<file path="config.mk">
export PLATFORM = sky130hd
export DESIGN_NAME = pc_redirect_ctrl_flat
export DESIGN_NICKNAME = d
export VERILOG_FILES = /design/src/rtl/redir_if.sv /design/src/rtl/pc_redirect_ctrl.sv /design/src/flat_wrapper.sv
export SDC_FILE = /design/constraint.sdc
export NUM_CORES = 1
export LEC_CHECK = 0
export ABC_CLOCK_PERIOD_IN_PS = 5600
export CAP_MARGIN = 20
export CORE_ASPECT_RATIO = 1.4
export CORE_MARGIN = 2
export CORE_UTILIZATION = 30
export CTS_BUF_LIST = sky130_fd_sc_hd__clkbuf_8 sky130_fd_sc_hd__clkbuf_16
export DETAILED_ROUTE_END_ITERATION = 16
export SYNTH_ARGS = -nofsm -noshare
export SYNTH_HDL_FRONTEND = slang
export SYNTH_SLANG_ARGS = --single-unit
</file>
<file path="constraint.sdc">
create_clock -name clk -period 5.6 [get_ports clk]
set_input_delay 0.84 -clock clk [delete_from_list [all_inputs] [get_ports clk]]
set_output_delay 0.84 -clock clk [all_outputs]
set_load 0.01 [all_outputs]
</file>
<file path="src/rtl/redir_if.sv">
// redir_if: PC-redirect request/response bundle between the pipeline and pc_redirect_ctrl
//   master (pipeline): drives stall, the ex/jmp/pred request pulses and their target addresses
//   slave (controller): drives pc_control/pc_address, flushes, one-hot ack, drop, busy, statistics
interface redir_if #(parameter int XLEN = 32);
  logic stall, ex_redir_req, jmp_redir_req, pred_redir_req;
  logic [XLEN-1:0] ex_redir_addr, jmp_redir_addr, pred_redir_addr;
  logic pc_control, if_id_flush, id_ex_flush, drop, busy;
  logic [XLEN-1:0] pc_address;
  logic [2:0] redir_ack;
  logic [15:0] ex_cnt, jmp_cnt, pred_cnt, drop_cnt;
  modport master(
    output stall, ex_redir_req, jmp_redir_req, pred_redir_req,
    output ex_redir_addr, jmp_redir_addr, pred_redir_addr,
    input pc_control, pc_address, if_id_flush, id_ex_flush, redir_ack, drop, busy,
    input ex_cnt, jmp_cnt, pred_cnt, drop_cnt
  );
  modport slave(
    input stall, ex_redir_req, jmp_redir_req, pred_redir_req,
    input ex_redir_addr, jmp_redir_addr, pred_redir_addr,
    output pc_control, pc_address, if_id_flush, id_ex_flush, redir_ack, drop, busy,
    output ex_cnt, jmp_cnt, pred_cnt, drop_cnt
  );
endinterface

</file>
<file path="src/rtl/pc_redirect_ctrl.sv">
// pc_redirect_ctrl: fixed-priority PC redirect arbiter (ex > jmp > pred) with stall hold and wrong-path shadow window
//   clk, rst (async, active-high); bus: redir_if.slave carrying requests, stall and all registered outputs
//   REDIR_STATS_EN: when defined, enables saturating 16-bit issue/drop counters; otherwise they read 0
module pc_redirect_ctrl #(
  parameter int XLEN = 32,
  parameter int SHADOW_CYCLES = 2
) (
  input logic clk,
  input logic rst,
  redir_if.slave bus
);
  typedef enum logic [1:0] {IDLE, HOLD, SHADOW} state_t;
  state_t state, state_n;
  logic [1:0] pend_lvl, shad_lvl, new_lvl, cand_lvl;
  logic [XLEN-1:0] pend_addr, new_addr, cand_addr;
  logic [2:0] cnt, cnt_n, req, live;
  logic shadow, pend, new_v, take_new, cand_v, issue, drop_n;
  assign req = {bus.pred_redir_req, bus.jmp_redir_req, bus.ex_redir_req};
  assign shadow = cnt != 3'd0;
  assign pend = state == HOLD;
  assign bus.busy = state != IDLE;
  always_comb begin
    live = {req[2] & ~(shadow & (shad_lvl < 2'd2)), req[1] & ~(shadow & (shad_lvl == 2'd0)), req[0]};
    new_v = |live;
    new_lvl = live[0] ? 2'd0 : live[1] ? 2'd1 : 2'd2;
    new_addr = live[0] ? bus.ex_redir_addr : live[1] ? bus.jmp_redir_addr : bus.pred_redir_addr;
    // while stalled an equal-priority request replaces pending; on release pending wins ties
    take_new = new_v & (~pend | (bus.stall ? new_lvl <= pend_lvl : new_lvl < pend_lvl));
    cand_v = pend | new_v;
    cand_lvl = take_new ? new_lvl : pend_lvl;
    cand_addr = take_new ? new_addr : pend_addr;
    issue = cand_v & ~bus.stall;
    drop_n = |(req & ~(take_new ? 3'b001 << new_lvl : 3'b000)) | (pend & take_new);
    cnt_n = issue ? (cand_lvl == 2'd0 ? 3'(SHADOW_CYCLES) : {2'b00, cand_lvl == 2'd1})
                  : cnt - {2'b00, ~bus.stall & shadow};
    state_n = (cand_v & bus.stall) ? HOLD : cnt_n != 3'd0 ? SHADOW : IDLE;
  end
  always_ff @(posedge clk or posedge rst)
    if (rst) begin
      state <= IDLE;
      cnt <= '0;
      shad_lvl <= '0;
      pend_lvl <= '0;
      pend_addr <= '0;
      bus.pc_control <= 1'b0;
      bus.pc_address <= '0;
      bus.if_id_flush <= 1'b0;
      bus.id_ex_flush <= 1'b0;
      bus.redir_ack <= '0;
      bus.drop <= 1'b0;
    end else begin
      state <= state_n;
      cnt <= cnt_n;
      shad_lvl <= issue ? cand_lvl : shad_lvl;
      pend_lvl <= cand_lvl;
      pend_addr <= cand_addr;
      bus.pc_control <= issue;
      bus.pc_address <= issue ? cand_addr : '0;
      bus.if_id_flush <= issue;
      bus.id_ex_flush <= issue & (cand_lvl == 2'd0);
      bus.redir_ack <= issue ? 3'b001 << cand_lvl : 3'b000;
      bus.drop <= drop_n;
    end
`ifdef REDIR_STATS_EN
  always_ff @(posedge clk or posedge rst)
    if (rst) begin
      bus.ex_cnt <= '0;
      bus.jmp_cnt <= '0;
      bus.pred_cnt <= '0;
      bus.drop_cnt <= '0;
    end else begin
      if (issue && cand_lvl == 2'd0 && bus.ex_cnt != 16'hFFFF) bus.ex_cnt <= bus.ex_cnt + 16'd1;
      if (issue && cand_lvl == 2'd1 && bus.jmp_cnt != 16'hFFFF) bus.jmp_cnt <= bus.jmp_cnt + 16'd1;
      if (issue && cand_lvl == 2'd2 && bus.pred_cnt != 16'hFFFF) bus.pred_cnt <= bus.pred_cnt + 16'd1;
      if (drop_n && bus.drop_cnt != 16'hFFFF) bus.drop_cnt <= bus.drop_cnt + 16'd1;
    end
`else
  assign bus.ex_cnt = '0;
  assign bus.jmp_cnt = '0;
  assign bus.pred_cnt = '0;
  assign bus.drop_cnt = '0;
`endif
endmodule

</file>
<file path="src/flat_wrapper.sv">
// flat-port wrapper written by rule: the top's interface ports become plain ports
module pc_redirect_ctrl_flat 
#(
  parameter int XLEN = 32,
  parameter int SHADOW_CYCLES = 2
)
  (clk, rst, bus_stall, bus_ex_redir_req, bus_jmp_redir_req, bus_pred_redir_req, bus_ex_redir_addr, bus_jmp_redir_addr, bus_pred_redir_addr, bus_pc_control, bus_pc_address, bus_if_id_flush, bus_id_ex_flush, bus_redir_ack, bus_drop, bus_busy, bus_ex_cnt, bus_jmp_cnt, bus_pred_cnt, bus_drop_cnt);
  redir_if #(.XLEN(XLEN)) bus_i ();
  input logic clk;
  input logic rst;
  input wire logic [$bits(bus_i.stall)-1:0] bus_stall;
  input wire logic [$bits(bus_i.ex_redir_req)-1:0] bus_ex_redir_req;
  input wire logic [$bits(bus_i.jmp_redir_req)-1:0] bus_jmp_redir_req;
  input wire logic [$bits(bus_i.pred_redir_req)-1:0] bus_pred_redir_req;
  input wire logic [$bits(bus_i.ex_redir_addr)-1:0] bus_ex_redir_addr;
  input wire logic [$bits(bus_i.jmp_redir_addr)-1:0] bus_jmp_redir_addr;
  input wire logic [$bits(bus_i.pred_redir_addr)-1:0] bus_pred_redir_addr;
  output wire logic [$bits(bus_i.pc_control)-1:0] bus_pc_control;
  output wire logic [$bits(bus_i.pc_address)-1:0] bus_pc_address;
  output wire logic [$bits(bus_i.if_id_flush)-1:0] bus_if_id_flush;
  output wire logic [$bits(bus_i.id_ex_flush)-1:0] bus_id_ex_flush;
  output wire logic [$bits(bus_i.redir_ack)-1:0] bus_redir_ack;
  output wire logic [$bits(bus_i.drop)-1:0] bus_drop;
  output wire logic [$bits(bus_i.busy)-1:0] bus_busy;
  output wire logic [$bits(bus_i.ex_cnt)-1:0] bus_ex_cnt;
  output wire logic [$bits(bus_i.jmp_cnt)-1:0] bus_jmp_cnt;
  output wire logic [$bits(bus_i.pred_cnt)-1:0] bus_pred_cnt;
  output wire logic [$bits(bus_i.drop_cnt)-1:0] bus_drop_cnt;
  assign bus_i.stall = bus_stall;
  assign bus_i.ex_redir_req = bus_ex_redir_req;
  assign bus_i.jmp_redir_req = bus_jmp_redir_req;
  assign bus_i.pred_redir_req = bus_pred_redir_req;
  assign bus_i.ex_redir_addr = bus_ex_redir_addr;
  assign bus_i.jmp_redir_addr = bus_jmp_redir_addr;
  assign bus_i.pred_redir_addr = bus_pred_redir_addr;
  assign bus_pc_control = bus_i.pc_control;
  assign bus_pc_address = bus_i.pc_address;
  assign bus_if_id_flush = bus_i.if_id_flush;
  assign bus_id_ex_flush = bus_i.id_ex_flush;
  assign bus_redir_ack = bus_i.redir_ack;
  assign bus_drop = bus_i.drop;
  assign bus_busy = bus_i.busy;
  assign bus_ex_cnt = bus_i.ex_cnt;
  assign bus_jmp_cnt = bus_i.jmp_cnt;
  assign bus_pred_cnt = bus_i.pred_cnt;
  assign bus_drop_cnt = bus_i.drop_cnt;
  pc_redirect_ctrl #(.XLEN(XLEN), .SHADOW_CYCLES(SHADOW_CYCLES)) u_core (.clk(clk), .rst(rst), .bus(bus_i));
endmodule
</file>
==> results.cfg <==
[synth]
yosysSeqAreaShare = 0.479
synth_area_leaders = dfrtp_1 48%, buf_4 12%, nand2_1 9.3%
synth-edff-count = 0
synthTopCellsByCount = 101 x nand2_1, 78 x dfrtp_1, 66 x buf_4
synth-compound-area-share = 0.194
yosys.area_share.simple = 0.124
yosysMostFrequentCell = nand2_1
ys_ff_latch = 78
synth_area_sq_mm = 0.00407
synth_top_area_frac = 0.479
yosys_warnings = 0
synth_top_family_by_area = compound AO/OA/AOI/OAI gates
yosys.area_share.xor_xnor = 0.00215
syn_area_per_cell_sq_um = 9.07
ys.flop_type = dfrtp_1
synth_fa_ha_area_frac = 0.0123
synth_top_area_cell = dfrtp_1
ys_async_sr_fraction = 1.00
synth.distinct_cells = 38
netlist_instances = 449
synthMuxAreaShare = 0.00277

[clock_tree]
clkLatencyLatePin_ps = 330
clock_sinks = 78
clk_pin_slew_worst_paths_ps = 60
clockBufferDepth = 2
postCtsHoldBufs = 0
cts_resized = 0
cts_made_buffers = 9
cts_tree = done
root_buffer = clkbuf_16
post_cts_buffers = 0
cts_max_level = 3

[die]
fp.coreArea_sq_mm = 0.0133
die_w_microns = 102
dieArea_sq_mm = 0.0145
num_rows = 50
die_h_microns = 142
initial_core_util = 0.306
boundaryPins = 206

[placement]
gp_congestion = 0.791
dpl_cell_area_sq_mm = 0.00537
port_buffers = 141
place_inst = 749
hpwl_mm = 7.48

[sta]
worst_pin_slew_ps = 1010
fin_worst_skew_ps = 9.10
maxSlewHeadroom = 0.327
tns_ps = 0
maxClockFrequency_ghz = 0.247
hold_viol = 0
slew_violations = 0
rsz0062_at_grt = false
period_minus_slack_ps = 4050
layout_worst_path_cycle_share = 0.723
setup_viol_count_final = 0

[detailed_routing]
postRouteWirelength_mm = 10.7
drc = 0
firstDrtPassIters = 4
vias = 3462
initialDrtViolationCount = 134
ant_nets = 0
via_per_inst = 4.52
wire_per_inst_microns = 14.0

[critical_path]
r2r_slack_ps = 2150
rr_endpoint = u_core.bus.pc_address[19]$_DFF_PP0_
reg2regPathDepth = 9
cp.required_ps = 5760
cp-endpoint = u_core.bus.pc_address[19]$_DFF_PP0_
crit_fanout = 39
crit_type = in2reg
critPathLaunchType = primary input
critPathArrivalTime_ps = 4210
regToRegStartpoint = u_core.cnt[0]$_DFF_PP0_
crit_path_end_kind = flip-flop
startpoint = bus_jmp_redir_req

[pwr]
combPwrFrac = 0.425
p_leak_uw = 0.00276
clock_power_share = 0.247
p_int_uw = 1780
power_uw = 2720
seq_power_share = 0.328
p_sw_uw = 938
ir_worst_vdd_v = 0.000176
p_sw_frac = 0.345
powerDensity_mw_per_mm2 = 473

[cells_and_area]
nFillCells = 1327
design_area_sq_mm = 0.00576
fin_nets = 685
syn_to_final_growth_pct = 41.4
final_util = 0.432
layout-drive-gt1-share = 0.0685
final_cells = 766
antenna_cells = 0

[grt]
grt_max_degree = 79
overflow = 0
first_global_vias = 3388
grt_pass1_wl_mm = 16.4
gr-usage-all-layers = 0.145
antenna_found_initial = 0

[hold_path]
worstHoldPathCells = 2
hp-class = reg2reg

[job]
drv_cap = 0

[outcome]
status = completed
==> metrics by stage <==
step,hold slack [ps],setup WS [ps]
after CTS,463,1560
after global placement,443,1350
after floorplan,433,2430
after detailed placement,450,1210
after global routing,483,1350
final,462,1550
==> sequential cells by signal, indices dropped and copies added (netlist names) <==
signal	count
u_core.pend_lvl	2
u_core.bus.pc_control	1
u_core.bus.pc_address	32
u_core.cnt	3
u_core.bus.redir_ack	3
u_core.state	2
u_core.shad_lvl	2
u_core.pend_addr	32
u_core.bus.drop	1
==> worst max-delay path, stage by stage <==
cell	delay, ps
clkdlybuf4s50_1	550
or4b_1	470
and3_1	250
ha_1	310
nor2b_1	180
o211a_1	250
a21o_2	630
buf_4	420
a221o_1	210
a21oi_2	70
==> cell type report <==
| type | count | area, sq um | share of cell area |
|---|---|---|---|
| sequential | 78 | 1950 | 0.339 |
| multi-input combinational | 305 | 1610 | 0.279 |
| timing repair buffer | 147 | 1470 | 0.256 |
| clock buffer | 14 | 294 | 0.0511 |
| tap | 182 | 228 | 0.0396 |
| inverter | 38 | 144 | 0.0250 |
| clock inverter | 2 | 60.1 | 0.0104 |
==> power by group through the flow <==
| stage | clock (uW) | sequential (uW) | combinational, uW |
|---|---|---|---|
| floorplan | 0 | 942 | 687 |
| detailed placement | 0 | 902 | 1170 |
| finish | 671 | 893 | 1160 |
| global route | 714 | 917 | 1280 |
| CTS | 685 | 894 | 1170 |
| global placement | 0 | 896 | 1130 |
==> layout by cell type, fill, tap and decap left out, types with 2 or more instances in the layout <==
cell / netlist / final
a21oi_1: 57 / 57
a21oi_2: 8 / 8
a221o_1: 32 / 32
and3_1: 2 / 2
buf_4: 66 / 5
bufinv_16: 0 / 2
clkbuf_16: 0 / 9
clkbuf_8: 0 / 5
clkdlybuf4s50_1: 0 / 140
conb_1: 1 / 64
dfrtp_1: 78 / 78
ha_1: 4 / 4
inv_1: 37 / 36
nand2_1: 101 / 101
nand2b_1: 2 / 2
nand3_1: 2 / 2
nor2_1: 5 / 5
nor2b_1: 2 / 2
o211ai_1: 2 / 2
o21ai_0: 3 / 3
o22ai_1: 3 / 3
or2_2: 2 / 2
==> layer usage <==
metal / vias to the layer above / global-route usage / wire length [microns]
met3: 12 / 0.0300 / 737
met2: 153 / 0.261 / 5630
met1: 1670 / 0.165 / 4100
li1: 1627 / - / -
met5: - / 0 / 0
met4: 0 / 0.0533 / 225
==> cell families after synthesis <==
kind of cell,Yosys count
buf+inv,129
simple gates,122
compound gates,113
flops,78
fa+ha+maj,4
other cells,1
xor+xnor,1
mux,1
==> worst min-delay path by stage <==
stage | endpoint | startpoint
floorplan | u_core.pend_addr[0]$_DFF_PP0_ | u_core.pend_addr[0]$_DFF_PP0_
global placement | u_core.pend_addr[24]$_DFF_PP0_ | u_core.pend_addr[24]$_DFF_PP0_
detailed placement | u_core.pend_addr[27]$_DFF_PP0_ | u_core.pend_addr[27]$_DFF_PP0_
CTS | u_core.pend_addr[27]$_DFF_PP0_ | u_core.pend_addr[27]$_DFF_PP0_
global route | u_core.pend_addr[9]$_DFF_PP0_ | u_core.pend_addr[9]$_DFF_PP0_
finish | u_core.pend_addr[1]$_DFF_PP0_ | u_core.pend_addr[1]$_DFF_PP0_
(Power assumes the default switching activity.)
